==> src/rtl/usb_cdc_line_assembler.sv <==
// rtl/usb_cdc_line_assembler.sv - RX FIFO byte stream to CR/LF-terminated line buffer (optional echo: USB_CDC_LINE_ECHO_EN)
module usb_cdc_line_assembler #(
    parameter int MAX_LEN = 16,
    parameter int AW      = 4,
    parameter int LW      = 5
) (
    input  logic          clk,
    input  logic          rst,
    input  logic          rx_fifo_empty,
    input  logic [7:0]    rx_fifo_rdata,
    output logic          rx_fifo_rd,
    output logic          line_valid,
    output logic [LW-1:0] line_len,
    input  logic          line_ack,
    input  logic [AW-1:0] buf_addr,
    output logic [7:0]    buf_data,
    output logic          overflow_o,
    output logic [7:0]    drop_cnt,
    input  logic          tx_fifo_full,
    output logic          tx_fifo_wr,
    output logic [7:0]    tx_fifo_wdata
);

    typedef enum logic [1:0] {
        COLLECT = 2'd0,
        DISCARD = 2'd1,
        HOLD    = 2'd2
    } state_t;

    localparam logic [LW-1:0] MAX_LEN_L = LW'(MAX_LEN);

    state_t        state;
    state_t        state_next;
    logic [LW-1:0] len;
    logic [7:0]    line_buf [MAX_LEN];
    logic          is_term;
    logic          at_max;
    logic          echo_ok;

    assign is_term = (rx_fifo_rdata == 8'h0D) || (rx_fifo_rdata == 8'h0A);
    assign at_max  = (len == MAX_LEN_L);

`ifdef USB_CDC_LINE_ECHO_EN
    // Stall the RX side while the echo path cannot accept, so no echoed byte is lost.
    assign echo_ok       = ~tx_fifo_full;
    assign tx_fifo_wr    = rx_fifo_rd;
    assign tx_fifo_wdata = rx_fifo_rdata;
`else
    logic unused_tx_full;
    assign unused_tx_full = tx_fifo_full;
    assign echo_ok        = 1'b1;
    assign tx_fifo_wr     = 1'b0;
    assign tx_fifo_wdata  = 8'h00;
`endif

    // Bytes are consumed only while collecting or discarding; HOLD freezes the FIFO.
    assign rx_fifo_rd = ((state == COLLECT) || (state == DISCARD)) && !rx_fifo_empty && echo_ok;
    assign line_valid = (state == HOLD);
    assign buf_data   = line_buf[buf_addr];

    // State register.
    always_ff @(posedge clk) begin
        if (rst) begin
            state <= COLLECT;
        end else begin
            state <= state_next;
        end
    end

    // Next-state: terminators close a non-empty line, an overlong line flips to DISCARD.
    always_comb begin
        state_next = state;
        case (state)
            COLLECT: begin
                if (rx_fifo_rd) begin
                    if (is_term) begin
                        if (len != '0) begin
                            state_next = HOLD;
                        end
                    end else if (at_max) begin
                        state_next = DISCARD;
                    end
                end
            end
            DISCARD: begin
                if (rx_fifo_rd && is_term) begin
                    state_next = COLLECT;
                end
            end
            HOLD: begin
                if (line_ack) begin
                    state_next = COLLECT;
                end
            end
            default: state_next = COLLECT;
        endcase
    end

    // Length, presented length, overflow pulse and saturating drop counter.
    always_ff @(posedge clk) begin
        if (rst) begin
            len        <= '0;
            line_len   <= '0;
            overflow_o <= 1'b0;
            drop_cnt   <= 8'd0;
        end else begin
            overflow_o <= 1'b0;
            case (state)
                COLLECT: begin
                    if (rx_fifo_rd) begin
                        if (is_term) begin
                            if (len != '0) begin
                                line_len <= len;
                            end
                        end else if (!at_max) begin
                            len <= len + 1'b1;
                        end else begin
                            overflow_o <= 1'b1;
                            if (drop_cnt != 8'hFF) begin
                                drop_cnt <= drop_cnt + 8'd1;
                            end
                        end
                    end
                end
                DISCARD: begin
                    if (rx_fifo_rd && is_term) begin
                        len <= '0;
                    end
                end
                HOLD: begin
                    if (line_ack) begin
                        len <= '0;
                    end
                end
                default: len <= '0;
            endcase
        end
    end

    // Line buffer write port; contents survive reset and are simply overwritten.
    always_ff @(posedge clk) begin
        if (!rst && (state == COLLECT) && rx_fifo_rd && !is_term && !at_max) begin
            line_buf[len[AW-1:0]] <= rx_fifo_rdata;
        end
    end

endmodule

==> config.mk <==
export PLATFORM = sky130hd
export DESIGN_NAME = usb_cdc_line_assembler
export DESIGN_NICKNAME = d
export VERILOG_FILES = /design/src/rtl/usb_cdc_line_assembler.sv
export SDC_FILE = /design/constraint.sdc
export NUM_CORES = 1
export LEC_CHECK = 0
export CAP_MARGIN = 20
export CORE_AREA = 2 2 105 107
export CTS_CLUSTER_SIZE = 40
export DETAILED_ROUTE_END_ITERATION = 10
export DIE_AREA = 0 0 107 109
export PLACE_DENSITY = 0.77
export REMOVE_ABC_BUFFERS = 1
export SLEW_MARGIN = 40
export SYNTH_ARGS = -nofsm -noshare
export SYNTH_HDL_FRONTEND = slang
export SYNTH_SLANG_ARGS = --single-unit
==> constraint.sdc <==
create_clock -name clk -period 4.8 [get_ports clk]
set_input_delay 1.44 -clock clk [delete_from_list [all_inputs] [get_ports clk]]
set_output_delay 1.44 -clock clk [all_outputs]
set_load 0.03 [all_outputs]
# Yosys cells after proc, flatten, opt, wreduce, memory -nomap -nowiden

Memory sizes are Yosys's and may differ from the RTL's.
Index checks and enable logic that the tools add are counted.

Multiply operators: 0
Reduce and logical (&&, ||, !) cells: 19
Shift-type cells: 0
Equality and inequality tests: 13
Mux-type cells: 16
$lt $le $gt $ge: 0
Add/sub/neg operators: 2
Div/mod/pow operators: 0
Bitwise logic cells: 3

Operator list:

| operator                                                         | count |
|---|---|
| 5-bit two-way mux                                                | 5 |
| 8-bit by 4-bit == test with 1-bit output (second input constant) | 2 |
| 5-bit one-hot mux with 3 select lines                            | 1 |
| 5-bit AND reduction                                              | 3 |
| 2-bit two-way mux                                                | 6 |
| 8-bit by 1-bit adder with 8-bit output (second input constant)   | 1 |
| 8-bit != test (second input constant)                            | 1 |
| 1-bit logical AND                                                | 6 |
| 2-bit != test (second input constant)                            | 3 |
| 2-bit one-hot mux with 3 select lines                            | 1 |
| 5-bit by 1-bit adder with 5-bit output (second input constant)   | 1 |
| 5-bit == test (second input constant)                            | 1 |
| 5-bit nonzero test                                               | 1 |
| 1-bit zero test                                                  | 4 |
| 2-bit by 1-bit != test with 1-bit output (second input constant) | 2 |
| 4-bit AND reduction                                              | 1 |
| 4-bit OR reduction                                               | 1 |
| 1-bit two-way mux                                                | 3 |
| 3-bit by 2-bit != test with 1-bit output (second input constant) | 1 |
| 3-bit != test (second input constant)                            | 1 |
| 1-bit inverter                                                   | 3 |
| 2-bit by 1-bit == test with 1-bit output (second input constant) | 1 |
| 2-bit == test (second input constant)                            | 1 |
| 2-bit zero test                                                  | 1 |
| 1-bit logical OR                                                 | 2 |

Memory bits (writable): 128
Word-level logic and storage cells: 59
Bits in read-only memories: 0
Register bits: 21
Input bits: 17
Memories: 1
Latch bits: 0

Memories:

| name     | depth | width | read ports | clocked after memory_dff | write ports | line | RTL |
|---|---|---|---|---|---|---|---|
| line_buf | 16    | 8     | 1          | 0                        | 1           | 35   | `logic [7:0] line_buf [MAX_LEN];` |

# Logic depth before layout (Yosys ltp)

Gate-level depths: netlist of the first run.

Depth after elaboration: 8
Gate-level depth with buffers: 6
Gate-level depth less buffers: 6

# Worst setup path before layout of the first run

Ideal clock, no wire load.

Path type: input to output
Start point: in buf_addr[0]
End point: out buf_data[0]
Buffers on the path: 2
Data arrival time: 2,882 ps
Slack: 478 ps
Required time: 3,360 ps
Stages on the path: 4
Cells stage by stage: buf_2 buf_4 mux4_2 mux4_2

Word-level cells in the longest chain between the ends: 1

RTL lines:

| what              | line | RTL |
|---|---|---|
| start, declared   | 15   | `input logic [AW-1:0] buf_addr,` |
| memory 16 x 8 bit | --   |  |
| end, declared     | 16   | `output logic [7:0] buf_data,` |

No other way between the ends.

# Worst setup path after layout of the first run

Start point: in buf_addr[1]
End point: out buf_data[1]

The elaborated chain is that of the path after synthesis.

==> results_dict.tcl, run 1 <==
set metrics [dict create \
    status "complete, no violations" \
    netlist_area_um2 6235 \
    hold_viol 0 \
    power.leakage_nw 2.544 \
    grt_max_degree 29 \
    wl_per_cell_um 24.18 \
    cp-startpoint "buf_addr[1]" \
    ys_seq_area_share_pct 68.39 \
    num_rows 38 \
    layout_commonest_cell "edfxtp_1" \
    grtUsageTotal_pct 25.52 \
    fin_worst_hold_slack_ns 0.4808 \
    whs_endpoint "line_len[2]" \
    first_pass_iters 5 \
    antenna_found_initial 0 \
    place_hpwl_um 7923 \
    nFillCells 651 \
    yosys_warnings 0 \
    final_max_slew_viol_count 0 \
    gp_congestion 0.8198 \
    htreeDepth 4 \
    grt_pass1_vias 3554 \
    io_buffers 39 \
    rsz0062_at_grt "false" \
    placeableCoreArea_um2 10600 \
    slowest_delay_ns 0.49 \
    insertion_delay_ns 0.53 \
    ys_seq_elements 149 \
    multi_input_area_um2 1827 \
    clkSlewWorstSetupHoldPaths_ns 0.06 \
    ctsResizeCount 17 \
    wl_um 13660 \
    startpoint_type "input port" \
    seqCellArea_um2 4264 \
    final_nets 435 \
    r2r_start "len[0]" \
    grt_pass1_wl_um 20690 \
    cts_tree "built" \
    ios 50 \
    hold_start "line_len[2]" \
    rr_worst_depth 5 \
    p_per_area_nw_per_um2 390.2 \
    worstReg2RegEnd "line_buf[6][0]" \
    synthFlopType "edfxtp_1" \
    antenna_left 0 \
    worst_path_most_repeated_cell "mux4_2" \
    clkSinkCount 149 \
    syn_to_final_growth_pct 20.41 \
    period_needed_ns 4.667 \
    viasPerCell 6.308 \
    crit_required_ns 3.36 \
    die_w_um 107 \
    via_count 3564 \
    netlist-cell-type-count 48 \
    post_cts_buffers 0 \
    dpl_cell_area_um2 6885 \
    hold_depth 2 \
    grt_overflow 0 \
    worstSetupPathType "input port to output pin" \
    drt_iter0_markers 270 \
    endpoint_kind "output pin" \
    hold_buffers 0 \
    root_buffer "clkbuf_8" \
    hold_class "register to register" \
    crit_family "buffers and inverters" \
    layout_common_cells "edfxtp_1 (128), mux4_2 (40), clkdlybuf4s50_1 (29)" \
    drive_above_1_share_pct 25.65 \
    netlist_instances 352 \
    max-cap-violations 0 \
    numCtsBuffers 17 \
    setup_viol_count_final 0 \
    crit_chain "dlygate4sd2_1 -> bufbuf_16 -> mux4_2 -> mux4_2 -> clkdlybuf4s15_2" \
    die_y_um 109 \
    cts_buffer_depth 2 \
    worstPathArrival_ns 3.23 \
    slowest_stage "mux4_2" \
    synth_edf_count 128 \
    design_area_um2 7507 \
    max_freq_ghz 0.2143 \
    path_max_fanout 14 \
    diodes 0 \
    slew-limit-headroom_pct 57.93 \
    skew_ns 0.006620 \
    tightest_slew_ns 0.6310 \
    start_util_pct 58.80 \
    worst_ir_drop_vdd_mv 0.1907 \
    r2r_slack_ns 2.16 \
    async_flop_share_pct 0 \
    worst-path-buf-inv 3 \
    drc 0 \
    dieArea_um2 11660 \
    period_share_pct 97.23 \
    syn_area_per_cell_um2 17.71 \
]
worst max path at each step:
| stage | slack, ns | end | cells after the start |
|---|---|---|---|
| finish | 0.13 | buf_data[1] | 5 |
| global route | 0.1 | buf_data[0] | 6 |
| CTS | 0.14 | buf_data[1] | 5 |
| detailed placement | -0.30 | buf_data[2] | 5 |
| global placement | -0.29 | buf_data[2] | 5 |
| floorplan | 0.88 | buf_data[0] | 2 |
worst reg2reg max path, cell delays in order (launching register included):
cell      delay (ns)
dfxtp_1         0.45
inv_1           0.10
ha_1            0.29
and4bb_2        0.32
nor4_4          0.44
and3_1          0.67
report_power, final:
part           total, mW  leakage [nW]  switching [mW]  internal [mW]
Combinational      0.193         0.946           0.107         0.0862
Sequential          1.42          1.32         0.00478           1.41
Clock               1.32         0.275           0.481          0.837
final cells by class:
class | count | share of cell area (%)
Clock inverter | 10 | 2.083
Clock buffer | 21 | 5.717
Tap cell | 140 | 2.333
Inverter | 3 | 0.1500
Sequential cell | 149 | 56.80
Timing Repair Buffer | 62 | 8.583
Multi-Input combinational cell | 180 | 24.33
cell usage after synthesis, types with 3 or more instances:
master,n,area share [%]
or3_1,4,0.40
buf_4,12,1.4
nand3_1,13,1.0
dfxtp_1,21,6.7
mux4_2,40,14
nor3_1,4,0.32
mux2_2,5,0.90
nor2_1,11,0.66
buf_1,5,0.30
a21oi_1,11,0.88
clkbuf_1,6,0.36
edfxtp_1,128,62
nor2b_1,8,0.80
nand2_1,7,0.42
o21ai_0,9,0.72
inv_1,3,0.18
buf_2,4,0.32
ha_1,5,1.0
o211ai_1,3,0.36
and3_1,16,1.6
registers in the layout (all words and copies together), names as in the netlist:
register,flops
line_buf,128
line_len,5
overflow_o,1
state,2
len,5
drop_cnt,8
cells by family after synthesis:
logic type,after synthesis,synth area share [%]
AOI/OAI and AO/OA,38,4.214
adders and majority gates,5,1.003
other,1,0.06015
DFF,149,68.39
muxes,45,15.35
and+or+nand+nor,83,8.188
buffers and inverters,31,2.790
through the flow:
step / power (mW) / TNS, ns / util (%) / setup slack (ns) / cells
after floorplan: 1.536 / 0 / - / 0.8795 / 332
after global placement: 1.630 / -1.517 / 64.94 / -0.2918 / 533
after detailed placement: 1.634 / -1.516 / 64.94 / -0.3012 / 533
after CTS: 2.943 / 0 / 70.80 / 0.1365 / 565
after global routing: 3.010 / 0 / 70.80 / 0.09572 / 565
final: 2.930 / 0 / 70.80 / 0.1330 / 565
metal layers:
layer | track usage [%] | wire [um]
met3 | 6.814 | 847
met2 | 40.90 | 6868
met5 | 0 | 0
met1 | 32.48 | 5347
met4 | 13.17 | 596
No activity file was read; power rests on OpenSTA's default activity.
==> inputs of run 2 (changes only) <==
Settings changed: CORE_AREA 2 2 105 107 to 2 2 139 141, CTS_CLUSTER_DIAMETER set to 50, DIE_AREA 0 0 107 109 to 0 0 141 143, PLACE_DENSITY 0.77 to 0.47, SKIP_LAST_GASP set to 1.
==> run 2 against run 1 <==
  * Total power grew 0.50%
  * Non-clock buffer count up 10
  * Worst setup slack gained 0.015 ns
  * Critical path depth stayed put
  * Critical endpoint unchanged
  * Largest cell class unchanged
  * Largest power group unchanged
==> results_dict.tcl, run 2 (synthesis gave the netlist of run 1 again) <==
set metrics [dict create \
    grt_max_degree 28 \
    period_needed_ns 4.652 \
    fin_cells 670 \
    grt_overflow 0 \
    hold_depth 2 \
    power.leakage_nw 2.609 \
    slowest_stage "mux4_2" \
    crit_chain "buf_2 -> buf_12 -> mux4_2 -> mux4_2 -> dlygate4sd2_1" \
    cts_tree "built" \
    worstPathArrival_ns 3.21 \
    r2r_start "len[0]" \
    hold_buffers 0 \
    routed-wl-met3_um 525 \
    antenna_found_initial 0 \
    whs_endpoint "line_len[3]" \
    first_pass_iters 5 \
    p_per_area_nw_per_um2 383.3 \
    cts_buffer_depth 2 \
    largest_reg_flops 128 \
    num_rows 50 \
    gp_congestion 0.7694 \
    htreeDepth 4 \
    slowest_delay_ns 0.53 \
    slew-limit-headroom_pct 62.08 \
    drt_iter0_markers 236 \
    start_util_pct 33.56 \
    dieArea_um2 20160 \
    numCtsBuffers 17 \
    hold_start "line_len[3]" \
    io_buffers 39 \
    wl_per_cell_um 21.56 \
    skew_ns 0.005481 \
    placeableCoreArea_um2 18580 \
    place_hpwl_um 9397 \
    final_nets 445 \
    worstReg2RegEnd "line_buf[8][2]" \
    wl_um 14440 \
    syn_to_final_growth_pct 23.20 \
    antenna_left 0 \
    final_util_pct 41.34 \
    root_buffer "clkbuf_16" \
    max_freq_ghz 0.2150 \
    top_layer_used "met4" \
    via_count 3444 \
    ctsResizeCount 12 \
    crit_required_ns 3.36 \
    r2r_slack_ns 2.26 \
    met2_length_um 6792 \
    path_max_fanout 15 \
    status "complete, no violations" \
    drive_above_1_share_pct 28.21 \
    die_y_um 143 \
    final_max_slew_viol_count 0 \
    grtUsageTotal_pct 15.24 \
    worstSetupPathType "input port to output pin" \
    rsz0062_at_grt "false" \
    setup_viol_count_final 0 \
    hold_class "register to register" \
    clkSinkCount 149 \
    clkSlewWorstSetupHoldPaths_ns 0.06 \
    pre_cts_ws_ns -0.2955 \
    met1_length_um 6770 \
    die_w_um 141 \
    layout_commonest_cell "edfxtp_1" \
    dp.cells 637 \
    ios 50 \
    insertion_delay_ns 0.42 \
    startpoint_type "input port" \
    period_share_pct 96.92 \
    tightest_slew_ns 0.5671 \
    diodes 0 \
    viasPerCell 5.140 \
    hold_viol 0 \
    post_cts_buffers 0 \
    layout_common_cells "edfxtp_1 (128), mux4_2 (40), buf_4 (31)" \
    max-cap-violations 0 \
    drc 0 \
    endpoint_kind "output pin" \
    grt_pass1_wl_um 21780 \
    setup_slack_ns 0.1479 \
    worst_ir_drop_vdd_mv 0.2562 \
    grt_pass1_vias 3543 \
    nFillCells 1688 \
    rr_worst_depth 5 \
    worst_path_most_repeated_cell "mux4_2" \
]
==> run 2: how the worst max path moves through the flow <==
stage	startpoint	to	cells past startpoint
after floorplan	buf_addr[0]	buf_data[0]	2
after global placement	buf_addr[1]	buf_data[1]	5
after detailed placement	buf_addr[1]	buf_data[1]	5
after CTS	buf_addr[1]	buf_data[2]	5
after global routing	buf_addr[0]	buf_data[1]	5
final	buf_addr[0]	buf_data[1]	5
==> run 2: area by class of cell <==
type / count / area [um^2] / area share (%)
repair buffers: 72 / 690.7 / 8.992
well taps: 234 / 292.8 / 3.812
flip-flops and latches: 149 / 4264 / 55.51
clock buffers: 17 / 425.4 / 5.538
multi-input cells: 180 / 1827 / 23.78
inverters: 3 / 11.26 / 0.1466
clock inverters: 15 / 170.2 / 2.215
==> run 2: per-stage QoR <==
| stage | hold WS, ns | area, um^2 | setup TNS (ns) | power [mW] |
|---|---|---|---|---|
| finish | 0.4786 | 7681 | 0 | 2.944 |
| global route | 0.5070 | 7681 | 0 | 3.045 |
| CTS | 0.4872 | 7681 | 0 | 2.976 |
| detailed placement | 0.4734 | 7051 | -1.604 | 1.639 |
| global placement | 0.4675 | 7051 | -1.610 | 1.637 |
| floorplan | 0.4783 | 6102 | 0 | 1.536 |
==> run 2: metal layers <==
layer	GRT usage, %	vias up
met5	0	-
met4	6.421	0
met3	3.890	17
met2	24.08	100
met1	20.14	1764
li1	-	1563
==> run 2: worst max-delay path, delay by kind of cell <==
kind	cells	cell delay (ns)
buffers and inverters	3	0.71
multiplexers	2	1.05
==> run 2: power by group <==
group / total, mW / switching, mW / internal (mW)
registers: 1.42 / 0.00464 / 1.41
logic: 0.191 / 0.107 / 0.0838
clock network: 1.34 / 0.556 / 0.780
total: 2.94 / 0.668 / 2.28
==> inputs of run 3 (changes only) <==
Settings changed: PLACE_DENSITY 0.47 to 0.49.
Clock period 4.8 ns to 4 ns, I/O delays scaled along.
==> run 3 against run 2 <==
  * Utilization down 0.20 points
  * Flip-flop and latch count is the same
  * Global-route usage grew 0.20 points
  * Clock skew is 0.012 ns higher
  * Design area fell by 0.47%
==> results_dict.tcl, run 3 (synthesis gave the netlist of run 1 again) <==
set metrics [dict create \
    power.leakage_nw 2.579 \
    start_util_pct 33.56 \
    wl_um 14400 \
    die_y_um 143 \
    slowest_stage "mux4_2" \
    die_w_um 141 \
    antenna_left 0 \
    via_count 3417 \
    max-cap-violations 0 \
    p_per_area_nw_per_um2 450.5 \
    viasPerCell 5.115 \
    dieArea_um2 20160 \
    antenna_found_initial 0 \
    final.setup.tns_ns 0 \
    cts_buffer_depth 2 \
    wl_per_cell_um 21.55 \
    gp_congestion 0.7522 \
    setup_viol_count_final 0 \
    max_freq_ghz 0.2520 \
    dpl_cell_area_um2 7036 \
    io_buffers 39 \
    crit_chain "clkdlybuf4s15_2 -> buf_12 -> buf_8 -> mux4_2 -> mux4_2 -> buf_6" \
    hold_buffers 0 \
    period_needed_ns 3.968 \
    path_max_fanout 9 \
    endpoint_kind "output pin" \
    startpoint_type "input port" \
    first_pass_iters 4 \
    insertion_delay_ns 0.43 \
    diodes 0 \
    design_area_um2 7645 \
    final_max_slew_viol_count 0 \
    worstPathArrival_ns 2.77 \
    tightest_slew_ns 0.6205 \
    slowest_delay_ns 0.54 \
    clkSlewWorstSetupHoldPaths_ns 0.06 \
    grt_pass1_wl_um 22050 \
    grt_overflow 0 \
    cts_tree "built" \
    slew-limit-headroom_pct 58.63 \
    total_power_mw 3.444 \
    clkSinkCount 149 \
    period_share_pct 99.20 \
    layout_common_cells "edfxtp_1 (128), mux4_2 (40), clkdlybuf4s50_1 (29)" \
    dp.cells 633 \
    drive_above_1_share_pct 28.34 \
    final_nets 443 \
    status "complete, no violations" \
    hold_class "register to register" \
    grt_max_degree 28 \
    worst-path-buf-inv 4 \
    rsz0062_at_grt "false" \
    num_rows 50 \
    worst_path_most_repeated_cell "mux4_2" \
    drt_iter0_markers 188 \
    root_buffer "clkbuf_16" \
    grt_pass1_vias 3587 \
    largest_reg_flops 128 \
    htreeDepth 4 \
    crit_family "multiplexers" \
    worstSetupPathType "input port to output pin" \
    drc 0 \
    crit_required_ns 2.80 \
    layout_commonest_cell "edfxtp_1" \
    fin_cells 668 \
    placeableCoreArea_um2 18580 \
    fin_worst_hold_slack_ns 0.4849 \
    hold_viol 0 \
    ios 50 \
    numCtsBuffers 17 \
    place_hpwl_um 9052 \
    syn_to_final_growth_pct 22.62 \
    skew_ns 0.01773 \
    worst_ir_drop_vdd_mv 0.3055 \
    grtUsageTotal_pct 15.44 \
]
run 3: cell types whose count changed in the layout (fill, tap and decap cells not counted), sizes merged:
| cell | previous run | this run |
|---|---|---|
| bufinv | 2 | 1 |
| clkdlybuf4s15 | 3 | 1 |
| inv | 9 | 7 |
| clkinv | 6 | 7 |
| clkbuf | 17 | 18 |
| buf | 36 | 39 |
| clkinvlp | 1 | 2 |
| dlygate4sd2 | 3 | 0 |
run 3: what timing repair did:
item,4_1_cts,5_1_grt
gates cloned,1,0
endpoints found under the setup margin,8,3
setup buffers,3,0
gates resized for setup,40,4
run 3: cell type report:
type | count | area [um^2]
sequential | 149 | 4264
timing repair buffer | 70 | 696.9
inverter | 3 | 11.26
fill | 1666 | 10940
multi-input combinational | 180 | 1827
tap | 234 | 292.8
clock buffer | 18 | 429.2
clock inverter | 14 | 123.9
run 3: final timing paths:
check	from	end	slack, ns	cells past startpoint
max	buf_addr[1]	buf_data[1]	0.03	6
min	line_len[3]	line_len[3]	0.48	2
max reg2reg	len[0]	line_buf[2][6]	1.60	6
min reg2reg	line_len[3]	line_len[3]	0.48	2
run 3: routing by layer:
| layer | up-vias | global-route usage [%] | share of wire [%] |
|---|---|---|---|
| li1 | 1567 | - | - |
| met1 | 1744 | 19.96 | 45 |
| met2 | 95 | 25.19 | 49 |
| met3 | 11 | 4.192 | 4.4 |
| met4 | 0 | 5.579 | 1.4 |
| met5 | - | 0 | 0 |
run 3: stage by stage:
stage          setup slack, ns  util, %
6_report               0.03189    41.14
5_1_grt               0.003284    41.14
4_1_cts               -0.01336    41.20
3_5_place_dp           -0.6201    37.87
3_3_place_gp           -0.6391    37.87
2_1_floorplan           0.5595        -
run 3: tightest hold or removal path, cell delays in order, from the launching register on:
cell and delay [ns]:
dfxtp_1 0.31, o21ai_0 0.06, a21oi_1 0.06
run 3: power breakdown:
| group | total [mW] | internal, mW | switching, mW | leakage (nW) |
|---|---|---|---|---|
| registers | 1.70 | 1.70 | 0.00560 | 1.32 |
| logic | 0.240 | 0.109 | 0.131 | 0.986 |
| clock network | 1.50 | 0.859 | 0.644 | 0.270 |
| total | 3.44 | 2.66 | 0.780 | 2.58 |
